==> src/rtl/drp_reconf_if.sv <==
// Handshake and bus bundle between the DRP reconfiguration controller and
// the PLL DRP port / configuration table ROM / requester.
interface drp_reconf_if;
   logic        START;
   logic [2:0]  TBL_IDX;
   logic [6:0]  TBL_ADDR;
   logic [15:0] TBL_MASK;
   logic [15:0] TBL_DATA;
   logic        TBL_LAST;
   logic [6:0]  DADDR;
   logic        DEN;
   logic        DWE;
   logic [15:0] DI;
   logic [15:0] DO;
   logic        DRDY;
   logic        PLL_RST;
   logic        LOCKED;
   logic        BUSY;
   logic        DONE;
   logic        ERROR;

   modport master (
      input  START, TBL_ADDR, TBL_MASK, TBL_DATA, TBL_LAST, DO, DRDY, LOCKED,
      output TBL_IDX, DADDR, DEN, DWE, DI, PLL_RST, BUSY, DONE, ERROR
   );

   modport slave (
      output START, TBL_ADDR, TBL_MASK, TBL_DATA, TBL_LAST, DO, DRDY, LOCKED,
      input  TBL_IDX, DADDR, DEN, DWE, DI, PLL_RST, BUSY, DONE, ERROR
   );
endinterface

==> src/rtl/drp_reconf_ctrl.sv <==
// PLL reconfiguration over DRP: holds PLL reset, walks a table of masked
// read-modify-write entries, releases reset and waits for lock.
module drp_reconf_ctrl #(
   parameter int DRDY_TIMEOUT = 64,
   parameter int LOCK_TIMEOUT = 4096,
   parameter int RST_HOLD     = 4
) (
   input  logic         DCLK,
   input  logic         RST,
   drp_reconf_if.master bus
);

   localparam int CNT_MAX = (LOCK_TIMEOUT > DRDY_TIMEOUT)
                          ? ((LOCK_TIMEOUT > RST_HOLD) ? LOCK_TIMEOUT : RST_HOLD)
                          : ((DRDY_TIMEOUT > RST_HOLD) ? DRDY_TIMEOUT : RST_HOLD);
   localparam int CW = $clog2(CNT_MAX + 1);

   localparam logic [CW-1:0] DRDY_LAST = CW'(DRDY_TIMEOUT - 1);
   localparam logic [CW-1:0] LOCK_LAST = CW'(LOCK_TIMEOUT - 1);
   localparam logic [CW-1:0] HOLD_LAST = CW'(RST_HOLD - 1);
   localparam logic [CW-1:0] CNT_ONE   = CW'(1);

   typedef enum logic [3:0] {
      IDLE      = 4'd0,
      HOLD_RST  = 4'd1,
      RD_REQ    = 4'd2,
      RD_WAIT   = 4'd3,
      WR_REQ    = 4'd4,
      WR_WAIT   = 4'd5,
      NEXT      = 4'd6,
      RELEASE   = 4'd7,
      WAIT_LOCK = 4'd8
   } state_t;

   state_t        state_q, state_d;
   logic [2:0]    idx_q, idx_d;
   logic [CW-1:0] cnt_q, cnt_d;
   logic          saw_low_q, saw_low_d;
   logic          last_q, last_d;
   logic [6:0]    daddr_q, daddr_d;
   logic [15:0]   di_q, di_d;
   logic          pll_rst_q, pll_rst_d;
   logic          busy_q;
   logic          done_q, done_d;
   logic          error_q, error_d;
   logic          den_s, dwe_s;

   // Masked merge: mask bits keep the value read back from the PLL.
   function automatic logic [15:0] merge_bits(input logic [15:0] rd,
                                              input logic [15:0] mask,
                                              input logic [15:0] data);
      return (rd & mask) | (data & ~mask);
   endfunction

   // Next-state, DRP strobes and per-state register updates.
   always_comb begin
      state_d   = state_q;
      idx_d     = idx_q;
      cnt_d     = cnt_q;
      saw_low_d = saw_low_q;
      last_d    = last_q;
      daddr_d   = daddr_q;
      di_d      = di_q;
      pll_rst_d = pll_rst_q;
      done_d    = 1'b0;
      error_d   = error_q;
      den_s     = 1'b0;
      dwe_s     = 1'b0;

      case (state_q)
         IDLE: begin
            pll_rst_d = 1'b0;
            if (bus.START && bus.DRDY) begin
               state_d   = HOLD_RST;
               idx_d     = 3'd0;
               cnt_d     = '0;
               pll_rst_d = 1'b1;
               error_d   = 1'b0;
            end else begin
               state_d = IDLE;
            end
         end
         HOLD_RST: begin
            if (cnt_q == HOLD_LAST) begin
               state_d = RD_REQ;
               cnt_d   = '0;
            end else begin
               cnt_d = cnt_q + CNT_ONE;
            end
         end
         RD_REQ, WR_REQ: begin
            // The strobe is gated by DRDY in the same cycle, so it can never
            // be issued into a busy port.
            if (bus.DRDY) begin
               den_s     = 1'b1;
               dwe_s     = (state_q == WR_REQ);
               saw_low_d = 1'b0;
               cnt_d     = '0;
               if (state_q == RD_REQ) begin
                  daddr_d = bus.TBL_ADDR;
                  state_d = RD_WAIT;
               end else begin
                  state_d = WR_WAIT;
               end
            end else if (cnt_q == DRDY_LAST) begin
               error_d = 1'b1;
               state_d = RELEASE;
            end else begin
               cnt_d = cnt_q + CNT_ONE;
            end
         end
         RD_WAIT, WR_WAIT: begin
            if (bus.DRDY && saw_low_q) begin
               cnt_d = '0;
               if (state_q == RD_WAIT) begin
                  di_d    = merge_bits(bus.DO, bus.TBL_MASK, bus.TBL_DATA);
                  last_d  = bus.TBL_LAST;
                  state_d = WR_REQ;
               end else begin
                  state_d = NEXT;
               end
            end else if (cnt_q == DRDY_LAST) begin
               error_d = 1'b1;
               state_d = RELEASE;
            end else begin
               cnt_d = cnt_q + CNT_ONE;
               if (!bus.DRDY) begin
                  saw_low_d = 1'b1;
               end else begin
                  saw_low_d = saw_low_q;
               end
            end
         end
         NEXT: begin
            cnt_d = '0;
            if (last_q || (idx_q == 3'd7)) begin
               state_d = RELEASE;
            end else begin
               idx_d   = idx_q + 3'd1;
               state_d = RD_REQ;
            end
         end
         RELEASE: begin
            pll_rst_d = 1'b0;
            cnt_d     = '0;
            state_d   = WAIT_LOCK;
         end
         WAIT_LOCK: begin
            // An aborted table walk still waits for lock but never reports DONE.
            if (bus.LOCKED) begin
               done_d  = ~error_q;
               state_d = IDLE;
            end else if (cnt_q == LOCK_LAST) begin
               error_d = 1'b1;
               state_d = IDLE;
            end else begin
               cnt_d = cnt_q + CNT_ONE;
            end
         end
         default: begin
            state_d   = IDLE;
            pll_rst_d = 1'b1;
         end
      endcase
   end

   // State and output registers; RST forces the safe idle configuration.
   always_ff @(posedge DCLK or posedge RST) begin
      if (RST) begin
         state_q   <= IDLE;
         idx_q     <= 3'd0;
         cnt_q     <= '0;
         saw_low_q <= 1'b0;
         last_q    <= 1'b0;
         daddr_q   <= 7'd0;
         di_q      <= 16'd0;
         pll_rst_q <= 1'b1;
         busy_q    <= 1'b0;
         done_q    <= 1'b0;
         error_q   <= 1'b0;
      end else begin
         state_q   <= state_d;
         idx_q     <= idx_d;
         cnt_q     <= cnt_d;
         saw_low_q <= saw_low_d;
         last_q    <= last_d;
         daddr_q   <= daddr_d;
         di_q      <= di_d;
         pll_rst_q <= pll_rst_d;
         busy_q    <= (state_d != IDLE);
         done_q    <= done_d;
         error_q   <= error_d;
      end
   end

   assign bus.TBL_IDX = idx_q;
   assign bus.DADDR   = (state_q == RD_REQ) ? bus.TBL_ADDR : daddr_q;
   assign bus.DEN     = den_s;
   assign bus.DWE     = dwe_s;
   assign bus.DI      = di_q;
   assign bus.PLL_RST = pll_rst_q;
   assign bus.BUSY    = busy_q;
   assign bus.DONE    = done_q;
   assign bus.ERROR   = error_q;

endmodule

==> src/flat_wrapper.sv <==
// flat-port wrapper written by rule: the top's interface ports become plain ports
module drp_reconf_ctrl_flat 
#(
   parameter int DRDY_TIMEOUT = 64,
   parameter int LOCK_TIMEOUT = 4096,
   parameter int RST_HOLD     = 4
)
  (DCLK, RST, bus_START, bus_TBL_ADDR, bus_TBL_MASK, bus_TBL_DATA, bus_TBL_LAST, bus_DO, bus_DRDY, bus_LOCKED, bus_TBL_IDX, bus_DADDR, bus_DEN, bus_DWE, bus_DI, bus_PLL_RST, bus_BUSY, bus_DONE, bus_ERROR);
  drp_reconf_if bus_i ();
  input  logic DCLK;
  input  logic RST;
  input wire logic [$bits(bus_i.START)-1:0] bus_START;
  input wire logic [$bits(bus_i.TBL_ADDR)-1:0] bus_TBL_ADDR;
  input wire logic [$bits(bus_i.TBL_MASK)-1:0] bus_TBL_MASK;
  input wire logic [$bits(bus_i.TBL_DATA)-1:0] bus_TBL_DATA;
  input wire logic [$bits(bus_i.TBL_LAST)-1:0] bus_TBL_LAST;
  input wire logic [$bits(bus_i.DO)-1:0] bus_DO;
  input wire logic [$bits(bus_i.DRDY)-1:0] bus_DRDY;
  input wire logic [$bits(bus_i.LOCKED)-1:0] bus_LOCKED;
  output wire logic [$bits(bus_i.TBL_IDX)-1:0] bus_TBL_IDX;
  output wire logic [$bits(bus_i.DADDR)-1:0] bus_DADDR;
  output wire logic [$bits(bus_i.DEN)-1:0] bus_DEN;
  output wire logic [$bits(bus_i.DWE)-1:0] bus_DWE;
  output wire logic [$bits(bus_i.DI)-1:0] bus_DI;
  output wire logic [$bits(bus_i.PLL_RST)-1:0] bus_PLL_RST;
  output wire logic [$bits(bus_i.BUSY)-1:0] bus_BUSY;
  output wire logic [$bits(bus_i.DONE)-1:0] bus_DONE;
  output wire logic [$bits(bus_i.ERROR)-1:0] bus_ERROR;
  assign bus_i.START = bus_START;
  assign bus_i.TBL_ADDR = bus_TBL_ADDR;
  assign bus_i.TBL_MASK = bus_TBL_MASK;
  assign bus_i.TBL_DATA = bus_TBL_DATA;
  assign bus_i.TBL_LAST = bus_TBL_LAST;
  assign bus_i.DO = bus_DO;
  assign bus_i.DRDY = bus_DRDY;
  assign bus_i.LOCKED = bus_LOCKED;
  assign bus_TBL_IDX = bus_i.TBL_IDX;
  assign bus_DADDR = bus_i.DADDR;
  assign bus_DEN = bus_i.DEN;
  assign bus_DWE = bus_i.DWE;
  assign bus_DI = bus_i.DI;
  assign bus_PLL_RST = bus_i.PLL_RST;
  assign bus_BUSY = bus_i.BUSY;
  assign bus_DONE = bus_i.DONE;
  assign bus_ERROR = bus_i.ERROR;
  drp_reconf_ctrl #(.DRDY_TIMEOUT(DRDY_TIMEOUT), .LOCK_TIMEOUT(LOCK_TIMEOUT), .RST_HOLD(RST_HOLD)) u_core (.DCLK(DCLK), .RST(RST), .bus(bus_i));
endmodule
==> config.mk <==
export PLATFORM = sky130hd
export DESIGN_NAME = drp_reconf_ctrl_flat
export DESIGN_NICKNAME = d
export VERILOG_FILES = /design/src/rtl/drp_reconf_if.sv /design/src/rtl/drp_reconf_ctrl.sv /design/src/flat_wrapper.sv
export SDC_FILE = /design/constraint.sdc
export NUM_CORES = 1
export LEC_CHECK = 0
export BUFFER_PORTS_ARGS = -buffer_cell sky130_fd_sc_hd__buf_2
export CAP_MARGIN = 20
export CORE_MARGIN = 3
export CORE_UTILIZATION = 40
export DETAILED_ROUTE_END_ITERATION = 16
export MAX_ROUTING_LAYER = met4
export PLACE_DENSITY = 0.66
export SLEW_MARGIN = 20
export SYNTH_ARGS = -nofsm -noshare
export SYNTH_HDL_FRONTEND = slang
export SYNTH_SLANG_ARGS = --single-unit
==> constraint.sdc <==
create_clock -name DCLK -period 4.2 [get_ports DCLK]
set_clock_uncertainty 0.1 [all_clocks]
set_input_delay 0.84 -clock DCLK [delete_from_list [all_inputs] [get_ports DCLK]]
set_output_delay 0.84 -clock DCLK [all_outputs]
set_load 0.05 [all_outputs]
==> out/results.txt, run 1 <==
Final TNS setup = 0 ns
full die area = 7910 um^2
average cell area after synthesis = 9.75 um^2
maximum number of pins on one net before global-route repair = 50
buffers from clock root to sink, at most = 2
portion of the clock cycle consumed by the worst path in the final layout = 75.4%
count of inserted antenna diode cells = 0
CTS resizes = 0
global-route total usage across every layer = 16.7%
Placeable Area = 6490 um^2
pwr dens = 713 nW/um^2
Final Worst Setup Slack = 1.03 ns
routed vias/inst = 5.56
post-CTS setup buffer count = 0
Yosys warning total = 0
share of the yosys chip area belonging to registers = 44.6%
setup-violating endpoint count in the final report = 0
number of placed I/O pins = 93
Required @ worst endpoint = 4.30 ns
highest clock rate = 0.316 GHz
net total in the final layout = 430
Post-CTS Hold Buffers = 0
Root Buffer = clkbuf_8
result of the run = finished, final reports clean
number of sinks driven by the clock tree = 49
Starting Density = 42.3%
via count of the first global-routing pass = 2245
Total Wirelength = 6460 um
startpoint class of the critical path = flip-flop
Placer Congestion = 0.887
final critical path time including I/O delays and setup = 3.17 ns
worst-path fanout max = 13
antenna violation net count after detailed routing = 0
clock tree from TritonCTS = yes
worst relative slew slack = 40.4%
number of antenna violations at the first check in global routing = 0
Final Hold Vio Count = 0
TritonRoute pass-1 iters = 4
leakage = 1.74 nW
Detail Placement HPWL = 4820 um
critical-path cell with the highest stage delay = or3_1
flops & latches, synth = 49
Post-synth EDFFs = 0
GRT Residual Overflow = 0
count of port buffers added during placement = 92
final slew viol count = 0
class of the tightest hold or removal check = reg2reg
netlist area before placement = 2750 um^2
worst-skew pair later-pin latency = 0.31 ns
Post-Place Setup Slack = 1.07 ns
Net Count, Synth = 346
Most used DFF post-synth = dfrtp_1
maximum VDD drop = 282 uV
setup repair after global routing missed its margin = no
critical path arrival = 3.27 ns
number of levels in the clock H-tree = 2
horizontal die dimension = 88.9 um
CTS clock-pin slew for the worst setup and hold paths = 0.10 ns
CP Cell Sequence = ha_1 -> nand4_1 -> or3_1 -> o31ai_1 -> nand3_1 -> o21a_1 -> mux2_2
vertical die dimension = 88.9 um
fraction of layout instances using a drive strength above 1 = 34.3%
gate family responsible for the most delay along the worst path = simple AND/OR/NAND/NOR gates
global-route wire length before repair = 10100 um
worst path buffer plus inverter count = 0
total clock buffers created by CTS = 5
# Max-Cap Violations = 0
distinct cell type count of the synthesized netlist = 54
number of remaining DRC errors = 0
slew at the pin closest to its max-slew limit = 0.882 ns
CP Class = reg2reg
async set-or-reset flop fraction in the synthesized netlist = 100%
layout-stage area growth over the synthesis result = 22.3%
per-cell routed wire length = 14.6 um
overall via count from detail_route = 2468
row cnt = 29
element type at the critical path end = flip-flop
post-synthesis cell count = 282
1st-iter DRT viols = 145
Critical Path Max Stage Delay = 0.51 ns
[final timing paths]
check | from | endpoint | slack, ns | depth (start not counted)
min in group asynchronous | RST | u_core.bus.DI[10]$_DFFE_PP0P_ | 0.55 | 2
worst min register to register | u_core.bus.ERROR$_DFFE_PP0P_ | u_core.bus.DONE$_DFF_PP0_ | 0.37 | 1
worst max-delay path | u_core.cnt_q[0]$_DFFE_PP0P_ | u_core.cnt_q[0]$_DFFE_PP0P_ | 1.03 | 7
worst min-delay path | u_core.bus.ERROR$_DFFE_PP0P_ | u_core.bus.DONE$_DFF_PP0_ | 0.37 | 1
max in group asynchronous | RST | u_core.daddr_q[1]$_DFFE_PP0P_ | 2.95 | 2
worst max register to register | u_core.cnt_q[0]$_DFFE_PP0P_ | u_core.cnt_q[0]$_DFFE_PP0P_ | 1.03 | 7
[power by group]
part / internal [W] / switching (W) / leakage [nW] / total, W
clock: 0.000240 / 0.000167 / 0.0687 / 0.000407
combinational: 0.000412 / 0.000857 / 1.02 / 0.00127
sequential: 0.000606 / 0.000114 / 0.652 / 0.000720
[stage by stage]
stage	hold WS, ns	util, %	instance area (um^2)	power, W	instances
3_5_place_dp	0.359	49.6	3220	0.00200	436
3_3_place_gp	0.355	49.6	3220	0.00198	436
6_report	0.373	51.8	3360	0.00240	444
5_1_grt	0.399	51.8	3360	0.00256	444
2_1_floorplan	0.372	-	2750	0.00176	282
4_1_cts	0.376	51.8	3360	0.00241	444
[cell families after synthesis]
| logic type | after synthesis | synth area share [%] |
|---|---|---|
| muxes | 33 | 12.8 |
| and+or+nand+nor | 101 | 18.7 |
| buffers and inverters | 24 | 4.37 |
| adders and majority gates | 3 | 1.37 |
| AOI/OAI and AO/OA | 71 | 17.8 |
| DFF | 49 | 44.6 |
| xor gates and xnor gates | 1 | 0.319 |
[placed cells by master, fill, tap and decap left out, drive strengths merged, types with 3 or more instances in the layout]
cell / instances
buf: 93
dfrtp: 48
nand2: 36
o21ai: 30
nor2: 18
mux2: 17
mux2i: 16
a22o: 13
inv: 8
nand3: 6
a21oi: 6
nor3: 6
and2: 5
clkbuf: 5
nand4: 4
or3: 4
and3: 3
nor4: 3
a41o: 3
a211oi: 3
ha: 3
or2: 3
[registers in the layout, summed over array words and instances, names as in the netlist]
signal	cells
u_core.bus.BUSY	1
u_core.bus.DI	16
u_core.bus.DONE	1
u_core.bus.ERROR	1
u_core.bus.PLL_RST	1
u_core.bus.TBL_IDX	3
u_core.cnt_q	13
u_core.daddr_q	7
u_core.last_q	1
u_core.saw_low_q	1
u_core.state_q	4
[layout make-up]
type / count / area, um^2
fill: 615 / 3130
multi-input combinational: 209 / 1400
sequential: 49 / 1230
timing repair buffer: 93 / 468
tap: 77 / 96.3
clock buffer: 5 / 68.8
clock inverter: 3 / 68.8
inverter: 8 / 31.3
[layer usage]
metal  wire length [um]  GRT usage (%)  part of all wire [%]  vias up
met5                  0              -                     0        -
met4                 74           4.40                   1.1        0
met3                510           3.69                   7.9        8
met2               3000           26.9                    46       98
met1               2880           21.4                    45     1149
li1                   -              -                     -     1213
[worst register-to-register path: cells and delay by family, from the launching register on]
kind                     cells  cell delay, ns
AO/OA/AOI/OAI                2            0.79
adder cells (fa/ha/maj)      1            0.28
flip-flops                   1            0.39
multiplexers                 1            0.31
AND/OR/NAND/NOR              3            1.20
[Yosys cell counts (5+ instances only)]
cell type	count	share of area, %
and2_1	5	1.1
a21oi_1	6	1.1
a22o_1	13	4.1
nor2_1	17	2.3
dfrtp_1	48	44
inv_1	7	0.96
buf_2	6	1.1
nand2_1	36	4.9
clkbuf_1	6	0.82
mux2i_1	16	5.8
o21ai_1	6	1.1
o21ai_0	24	4.4
mux2_2	17	7.0
nand3_1	6	1.1
nor3_1	6	1.1
(Power assumes the default switching activity.)
==> inputs of run 2 (changes only) <==
--- a/config.mk
+++ b/config.mk
@@ -5,13 +5,14 @@
 export SDC_FILE = /design/constraint.sdc
 export NUM_CORES = 1
 export LEC_CHECK = 0
+export ABC_AREA = 1
 export BUFFER_PORTS_ARGS = -buffer_cell sky130_fd_sc_hd__buf_2
 export CAP_MARGIN = 20
 export CORE_MARGIN = 3
 export CORE_UTILIZATION = 40
 export DETAILED_ROUTE_END_ITERATION = 16
 export MAX_ROUTING_LAYER = met4
-export PLACE_DENSITY = 0.66
+export PLACE_DENSITY = 0.68
 export SLEW_MARGIN = 20
 export SYNTH_ARGS = -nofsm -noshare
 export SYNTH_HDL_FRONTEND = slang
==> constraint.sdc (replaced) <==
create_clock -name DCLK -period 2.63 [get_ports DCLK]
set_clock_uncertainty 0.1 [all_clocks]
set_input_delay 0.526 -clock DCLK [delete_from_list [all_inputs] [get_ports DCLK]]
set_output_delay 0.526 -clock DCLK [all_outputs]
set_load 0.05 [all_outputs]
==> run 2 against run 1 <==
  * Clock-buffer cell count unchanged
  * Flip-flop and latch count unchanged
  * Die area increased by 6.2%
  * Clock power increased by 12%
  * Final area increased by 6.2%
  * Sequential share of layout area decreased by 2.1 points
  * Combinational power increased by 33%
  * First-iteration DRC count increased by 6.2%
  * Global-route usage increased by 1.1 points
  * Register-to-register slack got worse by 0.32 ns
  * Core utilization decreased by 0.32 points
  * Synthesized cell count increased by 44%
  * Largest power group unchanged
  * Highest routed layer unchanged
==> out/results.txt, run 2 <==
Root Buffer = clkbuf_8
horizontal die dimension = 91.6 um (+3.1%)
Met1 Wirelength = 3120 um (+8.3%)
portion of the clock cycle consumed by the worst path in the final layout = 94.4%
CTS resizes = 0 (unchanged)
Required @ worst endpoint = 2.00 ns (-2.30 ns)
start point of the critical path = u_core.state_q[1]$_DFF_PP0_
result of the run = finished, final reports clean
count of port buffers added during placement = 92 (unchanged)
highest clock rate = 0.403 GHz
Met2 Wirelength = 3220 um (+7.5%)
fraction of layout instances using a drive strength above 1 = 27.9% (-6.5 points)
Total Wirelength = 6980 um (+8.0%)
Crit Reg-Reg Endpoint = u_core.cnt_q[1]$_DFFE_PP0P_
share of the yosys chip area belonging to registers = 41.8% (-2.8 points)
number of remaining DRC errors = 0 (unchanged)
setup-violating endpoint count in the final report = 0 (unchanged)
number of levels in the clock H-tree = 2 (unchanged)
distinct cell type count of the synthesized netlist = 31 (-43%)
global-route wire length before repair = 12000 um (+18%)
met3 routed WL = 517 um (+1.4%)
Filler cells = 665 (+8.1%)
total clock buffers created by CTS = 5 (unchanged)
pwr dens = 897 nW/um^2 (+26%)
Placeable Area = 6940 um^2 (+6.9%)
startpoint of the worst register-to-register path = u_core.cnt_q[0]$_DFFE_PP0P_
setup repair after global routing missed its margin = no
worst-skew pair later-pin latency = 0.31 ns (about the same)
Placer Congestion = 0.988 (+11%)
net total in the final layout = 562 (+31%)
class of the tightest hold or removal check = in2async
final slew viol count = 0 (unchanged)
async set-or-reset flop fraction in the synthesized netlist = 100% (unchanged)
critical path arrival = 1.86 ns (-1.41 ns)
ranking of synthesized cells by instance count = nand2_1 (116), inv_1 (55), o21ai_0 (52)
number of antenna violations at the first check in global routing = 0 (unchanged)
Net Count, Synth = 469 (+36%)
Starting Density = 42.3% (-0.090 points)
vertical die dimension = 91.6 um (+3.1%)
worst relative slew slack = 49.4% (+9.0 points)
startpoint class of the critical path = flip-flop
Post-CTS Hold Buffers = 0 (unchanged)
Post-Place Setup Slack = 0.494 ns (-0.577 ns)
netlist area before placement = 2930 um^2 (+6.7%)
most frequent cell after synthesis = nand2_1
Final Hold Vio Count = 0 (unchanged)
cell internal pwr = 0.00156 W (+24%)
per-cell routed wire length = 11.7 um (-19%)
Post-synth EDFFs = 0 (unchanged)
share of Yosys cell area claimed by the top area cell type = 40.9% (-2.7 points)
Yosys warning total = 0 (unchanged)
summed area of non-filler cells in the final layout = 3570 um^2 (+6.2%)
GRT Residual Overflow = 0 (unchanged)
TritonRoute pass-1 iters = 5 (+1)
Final TNS setup = 0 ns (unchanged)
full die area = 8400 um^2 (+6.2%)
overall via count from detail_route = 2867 (+16%)
slew at the pin closest to its max-slew limit = 0.758 ns (-0.124 ns)
maximum VDD drop = 367 uV (+30%)
Finished Core Util = 51.5% (-0.32 points)
post-CTS setup buffer count = 0 (unchanged)
final critical path time including I/O delays and setup = 2.48 ns
Yosys top cell by area = dfrtp_1
routed vias/inst = 4.82 (-13%)
CP Class = reg2out
worst-path fanout max = 15 (+2)
# Max-Cap Violations = 0 (unchanged)
most used cells in the layout excluding fill and tap cells = nand2_1 (116), buf_2 (92), inv_1 (54)
number of placed I/O pins = 93 (unchanged)
number of cell instances on the worst register-to-register path = 9 (+2)
1st-iter DRT viols = 154 (+6.2%)
Cell Area, Placed = 3480 um^2 (+8.0%)
most common library cell in the layout ignoring fill and taps = nand2_1
buffers from clock root to sink, at most = 2 (unchanged)
dominant cells by area after synthesis = dfrtp_1 (41%), nand2_1 (15%), o21ai_0 (8.9%)
endpoint of the most critical setup path = bus_DEN
Most used DFF post-synth = dfrtp_1
highest metal layer used by the detailed router = met4
slack of the worst reg-to-reg path = 0.71 ns (-0.32 ns)
leakage = 2.00 nW (+15%)
via count of the first global-routing pass = 2697 (+20%)
max reg flops = 16 (unchanged)
Clk pwr share = 14.2% (-2.8 points)
flops & latches, synth = 49 (unchanged)
layout-stage area growth over the synthesis result = 21.8%
switching part of the total power = 51.2% (+3.7 points)
element type at the critical path end = primary output
clock tree from TritonCTS = yes
Final Worst Setup Slack = 0.148 ns (-0.884 ns)
count of inserted antenna diode cells = 0 (unchanged)
proportion of power drawn by flip-flops and latches = 33.2% (+3.1 points)
Switching Power = 0.00164 W (+44%)
global-route total usage across every layer = 17.9% (+1.1 points)
antenna violation net count after detailed routing = 0 (unchanged)
average cell area after synthesis = 7.24 um^2 (-26%)
Detail Placement HPWL = 5490 um (+14%)
post-synthesis cell count = 405 (+44%)
row cnt = 30 (+3.4%)
part of the power in combinational logic = 52.6% (-0.4 points)
CTS clock-pin slew for the worst setup and hold paths = 0.10 ns (about the same)
maximum number of pins on one net before global-route repair = 34 (-32%)
number of sinks driven by the clock tree = 49 (unchanged)
[run 2: cell types whose count changed after synthesis, sizes merged, moves of 5 or more]
| cell | change |
|---|---|
| clkbuf | -5 |
| nand4 | +7 |
| inv | +52 |
| o21ai | +30 |
| nand2 | +97 |
| mux2 | -17 |
| a22o | -13 |
| and2 | -5 |
| mux2i | -15 |
| nand3 | +18 |
| nor2 | +22 |
[run 2: cell families after synthesis]
group / Yosys count / share of synthesized area, %
flops: 49 / 41.8
compound gates: 72 / 13.1
fa+ha+maj: 3 / 1.28
xor+xnor: 1 / 0.299
simple gates: 212 / 33.6
buf+inv: 67 / 9.47
mux: 1 / 0.341
[run 2: worst max-delay path, cell delays in order, from the launching register on]
cell and delay, ns:
dfrtp_1 0.46, nor2_4 0.22, nand2_2 0.11, nand2_2 0.12, nand2_1 0.12, inv_2 0.20
buf_2 0.31
[run 2: worst min-delay path by stage]
stage / from / end / slack (ns)
after global placement: u_core.bus.DI[1]$_DFFE_PP0P_ / u_core.bus.DI[1]$_DFFE_PP0P_ / 0.36
after detailed placement: u_core.bus.DI[8]$_DFFE_PP0P_ / u_core.bus.DI[8]$_DFFE_PP0P_ / 0.38
after CTS: RST / u_core.bus.DI[14]$_DFFE_PP0P_ / 0.16
after global routing: RST / u_core.bus.DI[14]$_DFFE_PP0P_ / 0.20
after floorplan: u_core.last_q$_DFFE_PP0P_ / u_core.last_q$_DFFE_PP0P_ / 0.34
final: RST / u_core.bus.DI[14]$_DFFE_PP0P_ / 0.15
[run 2: power groups by stage]
stage                     sequential (W)  clock (W)  combinational (W)
final                            0.00106   0.000455            0.00169
after global routing             0.00108   0.000496            0.00184
after CTS                        0.00106   0.000478            0.00170
after detailed placement         0.00107          0            0.00170
after global placement           0.00107          0            0.00167
after floorplan                  0.00140          0            0.00100
[run 2: stage by stage]
step / hold WS [ns] / power [W] / instances
floorplan: 0.343 / 0.00240 / 405
global route: 0.203 / 0.00342 / 595
detailed placement: 0.376 / 0.00277 / 587
CTS: 0.163 / 0.00324 / 595
global placement: 0.360 / 0.00274 / 587
finish: 0.153 / 0.00320 / 595
[run 2: layout make-up]
| class | count | area [um^2] | share of cell area, % |
|---|---|---|---|
| sequential | 49 | 1230 | 34.3 |
| inverter | 60 | 225 | 6.30 |
| clock buffer | 5 | 68.8 | 1.93 |
| tap | 96 | 120 | 3.36 |
| multi-input combinational | 289 | 1430 | 40.0 |
| timing repair buffer | 93 | 480 | 13.4 |
| clock inverter | 3 | 22.5 | 0.630 |
[run 2: routing by layer]
layer / track usage (%) / vias up
met1: 22.7 / 1256
met2: 28.3 / 119
li1: - / 1482
met4: 6.28 / 0
met5: - / -
met3: 3.77 / 10
